[config.mk]
export PLATFORM = sky130hd
export DESIGN_NAME = fetch_stage
export DESIGN_NICKNAME = d
export VERILOG_FILES = /design/src/rtl/fetch_stage.sv
export SDC_FILE = /design/constraint.sdc
export NUM_CORES = 1
export LEC_CHECK = 0
export CAP_MARGIN = 25
export CORE_MARGIN = 2
export CORE_UTILIZATION = 47
export DETAILED_ROUTE_END_ITERATION = 7
export GPL_ROUTABILITY_DRIVEN = 0
export GPL_TIMING_DRIVEN = 0
export PLACE_DENSITY = 0.76
export SETUP_SLACK_MARGIN = 0.02
export SYNTH_ARGS = -nofsm -noshare
export SYNTH_HDL_FRONTEND = slang
export SYNTH_SLANG_ARGS = --single-unit
[constraint.sdc]
create_clock -name clk -period 3.3 [get_ports clk]
set_clock_uncertainty 0.1 [all_clocks]
set_input_delay 0.66 -clock clk [delete_from_list [all_inputs] [get_ports clk]]
set_output_delay 0.66 -clock clk [all_outputs]
set_load 0.01 [all_outputs]
[src/rtl/fetch_stage.sv]
// rtl/fetch_stage.sv - instruction fetch stage: PC, imem request port, IF/ID register, hold buffer
// Optional performance counters are enabled by defining FETCH_PERF_CNT_EN.
module fetch_stage #(
   parameter int                DATA_W   = 32,
   parameter logic [DATA_W-1:0] RESET_PC = '0,
   parameter int                PC_STEP  = 4
) (
   input  logic              clk,
   input  logic              reset,
   input  logic              stall_i,
   input  logic              branch_i,
   input  logic [DATA_W-1:0] branch_target_i,
   output logic              imem_req_o,
   output logic [DATA_W-1:0] imem_addr_o,
   input  logic              imem_ack_i,
   input  logic [DATA_W-1:0] imem_rdata_i,
   output logic              ifid_valid_o,
   output logic [DATA_W-1:0] ifid_instr_o,
   output logic [DATA_W-1:0] ifid_pc_o,
   output logic [DATA_W-1:0] ifid_pc_plus8_o,
   output logic              fetch_busy_o
`ifdef FETCH_PERF_CNT_EN
   ,
   output logic [31:0]       perf_fetched_o,
   output logic [31:0]       perf_stall_o
`endif
);

   typedef enum logic [1:0] {IDLE, REQ, HOLD, KILL} state_t;

   localparam logic [DATA_W-1:0] STEP  = DATA_W'(PC_STEP);
   localparam logic [DATA_W-1:0] EIGHT = DATA_W'(8);

   state_t            state, state_n;
   logic [DATA_W-1:0] pc, pc_n;
   logic [DATA_W-1:0] kill_addr, kill_addr_n;
   logic [DATA_W-1:0] hold_instr, hold_instr_n;
   logic [DATA_W-1:0] hold_pc, hold_pc_n;
   logic              valid_n;
   logic [DATA_W-1:0] instr_n, ipc_n, ip8_n;
   logic [DATA_W-1:0] target;

   assign target = {branch_target_i[DATA_W-1:2], 2'b00};

   // KILL keeps presenting the abandoned address until its ack drains
   assign imem_req_o   = (state == REQ) || (state == KILL);
   assign imem_addr_o  = (state == KILL) ? kill_addr : pc;
   assign fetch_busy_o = imem_req_o;

   always_comb begin
      state_n      = state;
      pc_n         = pc;
      kill_addr_n  = kill_addr;
      hold_instr_n = hold_instr;
      hold_pc_n    = hold_pc;
      valid_n      = ifid_valid_o;
      instr_n      = ifid_instr_o;
      ipc_n        = ifid_pc_o;
      ip8_n        = ifid_pc_plus8_o;
      case (state)
         IDLE: begin
            state_n = REQ;
            if (branch_i) begin
               pc_n    = target;
               valid_n = 1'b0;
            end
         end
         REQ: begin
            if (branch_i) begin
               pc_n    = target;
               valid_n = 1'b0;
               if (!imem_ack_i) begin
                  kill_addr_n = pc;
                  state_n     = KILL;
               end
            end else if (imem_ack_i) begin
               pc_n = pc + STEP;
               if (stall_i && ifid_valid_o) begin
                  hold_instr_n = imem_rdata_i;
                  hold_pc_n    = pc;
                  state_n      = HOLD;
               end else begin
                  valid_n = 1'b1;
                  instr_n = imem_rdata_i;
                  ipc_n   = pc;
                  ip8_n   = pc + EIGHT;
               end
            end
         end
         HOLD: begin
            if (branch_i) begin
               pc_n    = target;
               valid_n = 1'b0;
               state_n = REQ;
            end else if (!stall_i) begin
               valid_n = 1'b1;
               instr_n = hold_instr;
               ipc_n   = hold_pc;
               ip8_n   = hold_pc + EIGHT;
               state_n = REQ;
            end
         end
         KILL: begin
            if (branch_i) begin
               pc_n    = target;
               valid_n = 1'b0;
            end else if (imem_ack_i) begin
               state_n = REQ;
            end
         end
         default: state_n = IDLE;
      endcase
   end

   always_ff @(posedge clk or negedge reset) begin
      if (!reset) begin
         state           <= IDLE;
         pc              <= RESET_PC;
         kill_addr       <= '0;
         hold_instr      <= '0;
         hold_pc         <= '0;
         ifid_valid_o    <= 1'b0;
         ifid_instr_o    <= '0;
         ifid_pc_o       <= '0;
         ifid_pc_plus8_o <= '0;
      end else begin
         state           <= state_n;
         pc              <= pc_n;
         kill_addr       <= kill_addr_n;
         hold_instr      <= hold_instr_n;
         hold_pc         <= hold_pc_n;
         ifid_valid_o    <= valid_n;
         ifid_instr_o    <= instr_n;
         ifid_pc_o       <= ipc_n;
         ifid_pc_plus8_o <= ip8_n;
      end
   end

`ifdef FETCH_PERF_CNT_EN
   logic fetch_load;

   assign fetch_load = (state == REQ && !branch_i && imem_ack_i && !(stall_i && ifid_valid_o))
                    || (state == HOLD && !branch_i && !stall_i);

   always_ff @(posedge clk or negedge reset) begin
      if (!reset) begin
         perf_fetched_o <= 32'd0;
         perf_stall_o   <= 32'd0;
      end else begin
         if (fetch_load)
            perf_fetched_o <= perf_fetched_o + 32'd1;
         if (stall_i && ifid_valid_o)
            perf_stall_o <= perf_stall_o + 32'd1;
      end
   end
`endif

endmodule

* Word level (Yosys, flattened, before mapping)
Cells that the tools add are included.
Word-level totals: input port bits 69, register bits after elaboration 227
Operators by class: bitwise operators 2, reduce and logical (&&, ||, !) cells 12, mux-type cells 39, equal/unequal tests 17, add/subtract/negate cells 3
Operator list (number):
- $mux 32 | 19
- $pmux 32 s2 | 4
- $add 32x4->32 const B | 2
- $add 32x3->32 const B | 1
- $mux 2 | 8
- $ne 2x2->1 const B | 7
- $ne 3x3->1 const B | 4
- $reduce_and 6->1 | 2
- $pmux 2 s4 | 1
- $reduce_and 4->1 | 2
- $mux 1 | 6
- $eq 2x2->1 const B | 2
- $ne 2x1->1 const B | 2
- $ne 3x2->1 const B | 1
- $pmux 1 s3 | 1
- $reduce_and 3->1 | 1
- $reduce_or 3->1 | 1
- $eq 2x1->1 const B | 1
- $logic_not 2->1 | 1
- $not 1->1 | 2
- $reduce_and 2->1 | 1
- $reduce_bool 2->1 | 1
- $reduce_or 2->1 | 1
- $logic_and 1x1->1 | 1
- $logic_or 1x1->1 | 1

* Logic depth before layout (Yosys ltp)
depth after elaboration 5, mapped depth 14

* Least setup slack after synthesis
OpenSTA, ideal clock, no wires.
path kind reg2reg, from reg state[0], to reg ifid_pc_plus8_o[27], path buffers 5, arrival 3026 ps, slack 79 ps, stages on the path, launching flop included 15, cells stage by stage dfrtp_1 -> inv_1 -> ha_1 -> buf_4 -> buf_2 -> buf_2 -> buf_2 -> mux2_2 -> ha_1 -> nand4_1 -> a21boi_2 -> nand3_1 -> buf_2 -> o31a_1 -> o31ai_1
On the way: word-level cells in the longest chain between the ends 3
RTL lines:
- from (decl) | line 34 | state_t state, state_n;
- from (signal assigned) | line 127 | state <= state_n;
- $eq 2x1->1 or $eq 2x2->1 (tied branches) | line 60 | case (state)
- $ne 2x2->1 (no source line) or $reduce_bool 2->1 (tied branches)
- $reduce_and 6->1 (no source line)
- to (signal assigned) | line 135 | ifid_pc_plus8_o <= ip8_n;
- to (decl) | line 20 | output logic [DATA_W-1:0] ifid_pc_plus8_o,
Several ways; a longest one is shown, not always the timed one. A chain may end at the register's enable or synchronous reset.

* Worst setup path in the final report
from reg state[1], to out imem_addr_o[17]
On the way: word-level cells in the longest chain between the ends 2
RTL lines:
- $eq 2x2->1 | line 47 | assign imem_addr_o = (state == KILL) ? kill_addr : pc;
- $mux 32 | line 47
- to (decl) | line 14 | output logic [DATA_W-1:0] imem_addr_o,
No other way between the ends.

==> results.md <==
- Core Box Area: 21800 um^2
- Hpwl dp: 19600 um
- Layout cell share with drive strength beyond 1: 17.2%
- Area leader, netlist: dfrtp_1
- Routed len/inst: 18.3 um
- Number of synthesized flops with an enable pin: 0
- Worst setup SP type: register
- Tmin final: 3180 ps
- Final Total Pwr: 0.0118 W
- Pins Over Slew Limit: 0
- Largest net degree at the start of global routing: 125
- Seq/Total Area, Yosys: 51.7%
- Worst r2r path cells: 14
- Clock Pin Slew Worst Setup and Hold Paths: 60 ps
- Die H: 153 um
- Reg-to-Reg End: ifid_pc_plus8_o[31]
- Mapped cell area: 10500 um^2
- GR Util All Layers: 23.1%
- Mean Syn Cell Area: 10.7 um^2
- Via Count: 8385
- RSZ-0062 raised after global routing: no
- Layout fillers: 1749
- ANT nets after route: 0
- Highest clock rate: 314 MHz
- Critical path launch point: state[1]
- Slew margin rel.: 44.3%
- Cell row count: 54
- Worst vdd ir: 0.470 mV
- Worst EP arrival: 2420 ps
- DRC: 0
- Yosys top cell area share: 51.7%
- Top cells by area, synth: dfrtp_1 52%, mux2_2 12%, mux2i_1 5.6%, nand2_1 5.4%, o21ai_0 5.3%
- Layout area overhead: 31.8%
- YS warnings: 0
- Crit path to: imem_addr_o[17]
- Global-route wire length before repair: 44200 um
- Port Buf Inserts: 191
- Area of the multi-input gates: 4700 um^2
- R2r startpoint: state[0]
- Chip width: 153 um
- Reg area: 5410 um^2
- Iter 0 DRT Violations: 555
- Fin. Hold Viols: 0
- Synth unique cells: 59
- Worst Path Required: 2540 ps
- Pre-CTS WS: -589 ps
- Inserted Clock Buffers: 24
- CTS tree: yes
- Top layer in use: met4
- Post-synth ARST share: 100%
- Worst slew pin tran: 833 ps
- Final wirelength: 27500 um
- Nets: 1282
- Number of global-route vias before repair: 8384
- Leak: 5.76 nW
- # hold bufs at CTS: 0
- Root buffer cell: clkbuf_16
- Met3 Wirelength: 1750 um
- DR vias/cell: 5.57
- H-tree depth: 1
- CP Max Fanout: 10
- Io pins: 200
- Outcome: finished, final reports clean
- Post-synthesis cell count: 973
- Die ar.: 23500 um^2
- Flop-to-flop setup slack: 170 ps
- Max cap viols: 0
- Worst skew pair latency: 510 ps
- Initial antenna violation count: 1
- HP Class: primary input to asynchronous set/reset pin
- Routed length on met2: 12700 um
- Fin worst setup slack: 115 ps
- Initial core utilization: 47.9%
- Routed met1 length: 12500 um
- Post-synth top flop: dfrtp_1
- CTS sink cnt: 216
- Deepest clock path buffer count: 3
- CP Capture Type: output pin
- Pwr Density: 860 nW/um^2
- Final worst-path cycle share: 96.5%
- Drt first pass iters: 5
- Setup violations, final: 0
- GR Overflow Total: 0
- Flops & latches, synth: 216
- Setup CP Type: register to output pin
[worst max-delay path, cell delays in order, from the launching register on]
cell	delay, ps
dfrtp_1	420
ha_1	220
clkbuf_8	200
clkbuf_4	230
mux2_2	360
clkdlybuf4s50_1	480
[report_power, final]
| part | total (W) | switching (W) | internal (W) |
|---|---|---|---|
| sequential | 0.00433 | 0.000624 | 0.00371 |
| clock | 0.00275 | 0.00105 | 0.00170 |
| combinational | 0.00476 | 0.00218 | 0.00258 |
[layout by cell type (no fill, tap or decap), types with 18 or more instances in the layout]
cell / instances
xnor2_1: 30
o21ai_0: 110
buf_4: 18
nand3_1: 22
dfrtp_1: 216
mux2_2: 115
mux2i_1: 58
clkbuf_16: 25
nand2_1: 151
clkdlybuf4s50_1: 189
clkbuf_1: 51
[cell families (layout without fill, tap and decap cells)]
group           count (synthesis)  in the layout  share of synthesized area [%]
simple gates                  275            275                           12.5
flops                         216            216                           51.7
mux                           173            173                           17.9
compound gates                172            172                           9.99
buf+inv                        93            339                           3.96
xor+xnor                       36             36                           3.02
fa+ha+maj                       7              7                          0.838
other cells                     1              7                         0.0359
[metrics by stage]
stage                     area, um^2  TNS [ps]  std cells  util [%]  hold slack [ps]
after global routing           13800         0       1504      63.1              107
after global placement         12700  -1657650       1449      58.4              360
after detailed placement       12800    -11960       1450      58.5              366
after floorplan                10500         0        978         -              264
after CTS                      13700         0       1497      62.6              101
final                          13800         0       1505      63.1             31.8
[repair_timing]
action | CTS | global route
buffers inserted | 3 | 6
endpoints found under the setup margin | 43 | 124
resized for setup | 18 | 15
pin swaps | 1 | 1
cloned | 0 | 1
[flip-flops by register name (all words and copies together), names as in the netlist]
register,count
hold_instr,32
ifid_instr_o,32
hold_pc,30
ifid_pc_o,30
kill_addr,30
pc,30
ifid_pc_plus8_o,29
state,2
ifid_valid_o,1
[metal layers]
| layer | vias to the layer above | global-route usage [%] |
|---|---|---|
| met5 | - | 0 |
| met4 | 0 | 5.56 |
| met3 | 48 | 3.46 |
| met2 | 329 | 37.3 |
| met1 | 4113 | 32.9 |
| li1 | 3895 | - |
[cell usage after synthesis, types with 3 or more instances]
cell type and n:
a211oi_1 3, a21oi_1 9, a22oi_1 5, and3_1 6, and4_1 3, buf_1 3
buf_2 16, buf_4 10, clkbuf_1 49, dfrtp_1 216, ha_1 7, inv_1 13
mux2_2 115, mux2i_1 58, nand2_1 151, nand2b_1 4, nand3_1 23, nand3b_1 9
nand4_1 14, nor2_1 16, nor2b_1 6, nor3_1 12, nor4_1 18, o21a_1 4
o21ai_0 110, o31a_1 8, o31ai_1 10, or2_2 3, xnor2_1 30, xor2_1 6
[worst min path at each step]
stage	end	slack (ps)	depth (start not counted)	startpoint
final	kill_addr[28]	30	1	reset
after global routing	kill_addr[28]	110	1	reset
after CTS	pc[24]	100	1	reset
after detailed placement	ifid_pc_plus8_o[23]	370	2	ifid_pc_plus8_o[23]
after global placement	ifid_pc_plus8_o[14]	360	2	ifid_pc_plus8_o[14]
after floorplan	hold_instr[0]	260	0	reset
[area by class of cell]
class / instances / share of cell area [%]
Sequential cell: 216 / 39.2
Multi-Input combinational cell: 669 / 34.1
Timing Repair Buffer: 202 / 14.7
Clock buffer: 40 / 5.46
Buffer: 79 / 3.09
Tap cell: 280 / 2.54
Clock inverter: 4 / 0.509
Inverter: 14 / 0.381
Antenna cell: 1 / 0.0182
Power figures use the tool's default switching activity.
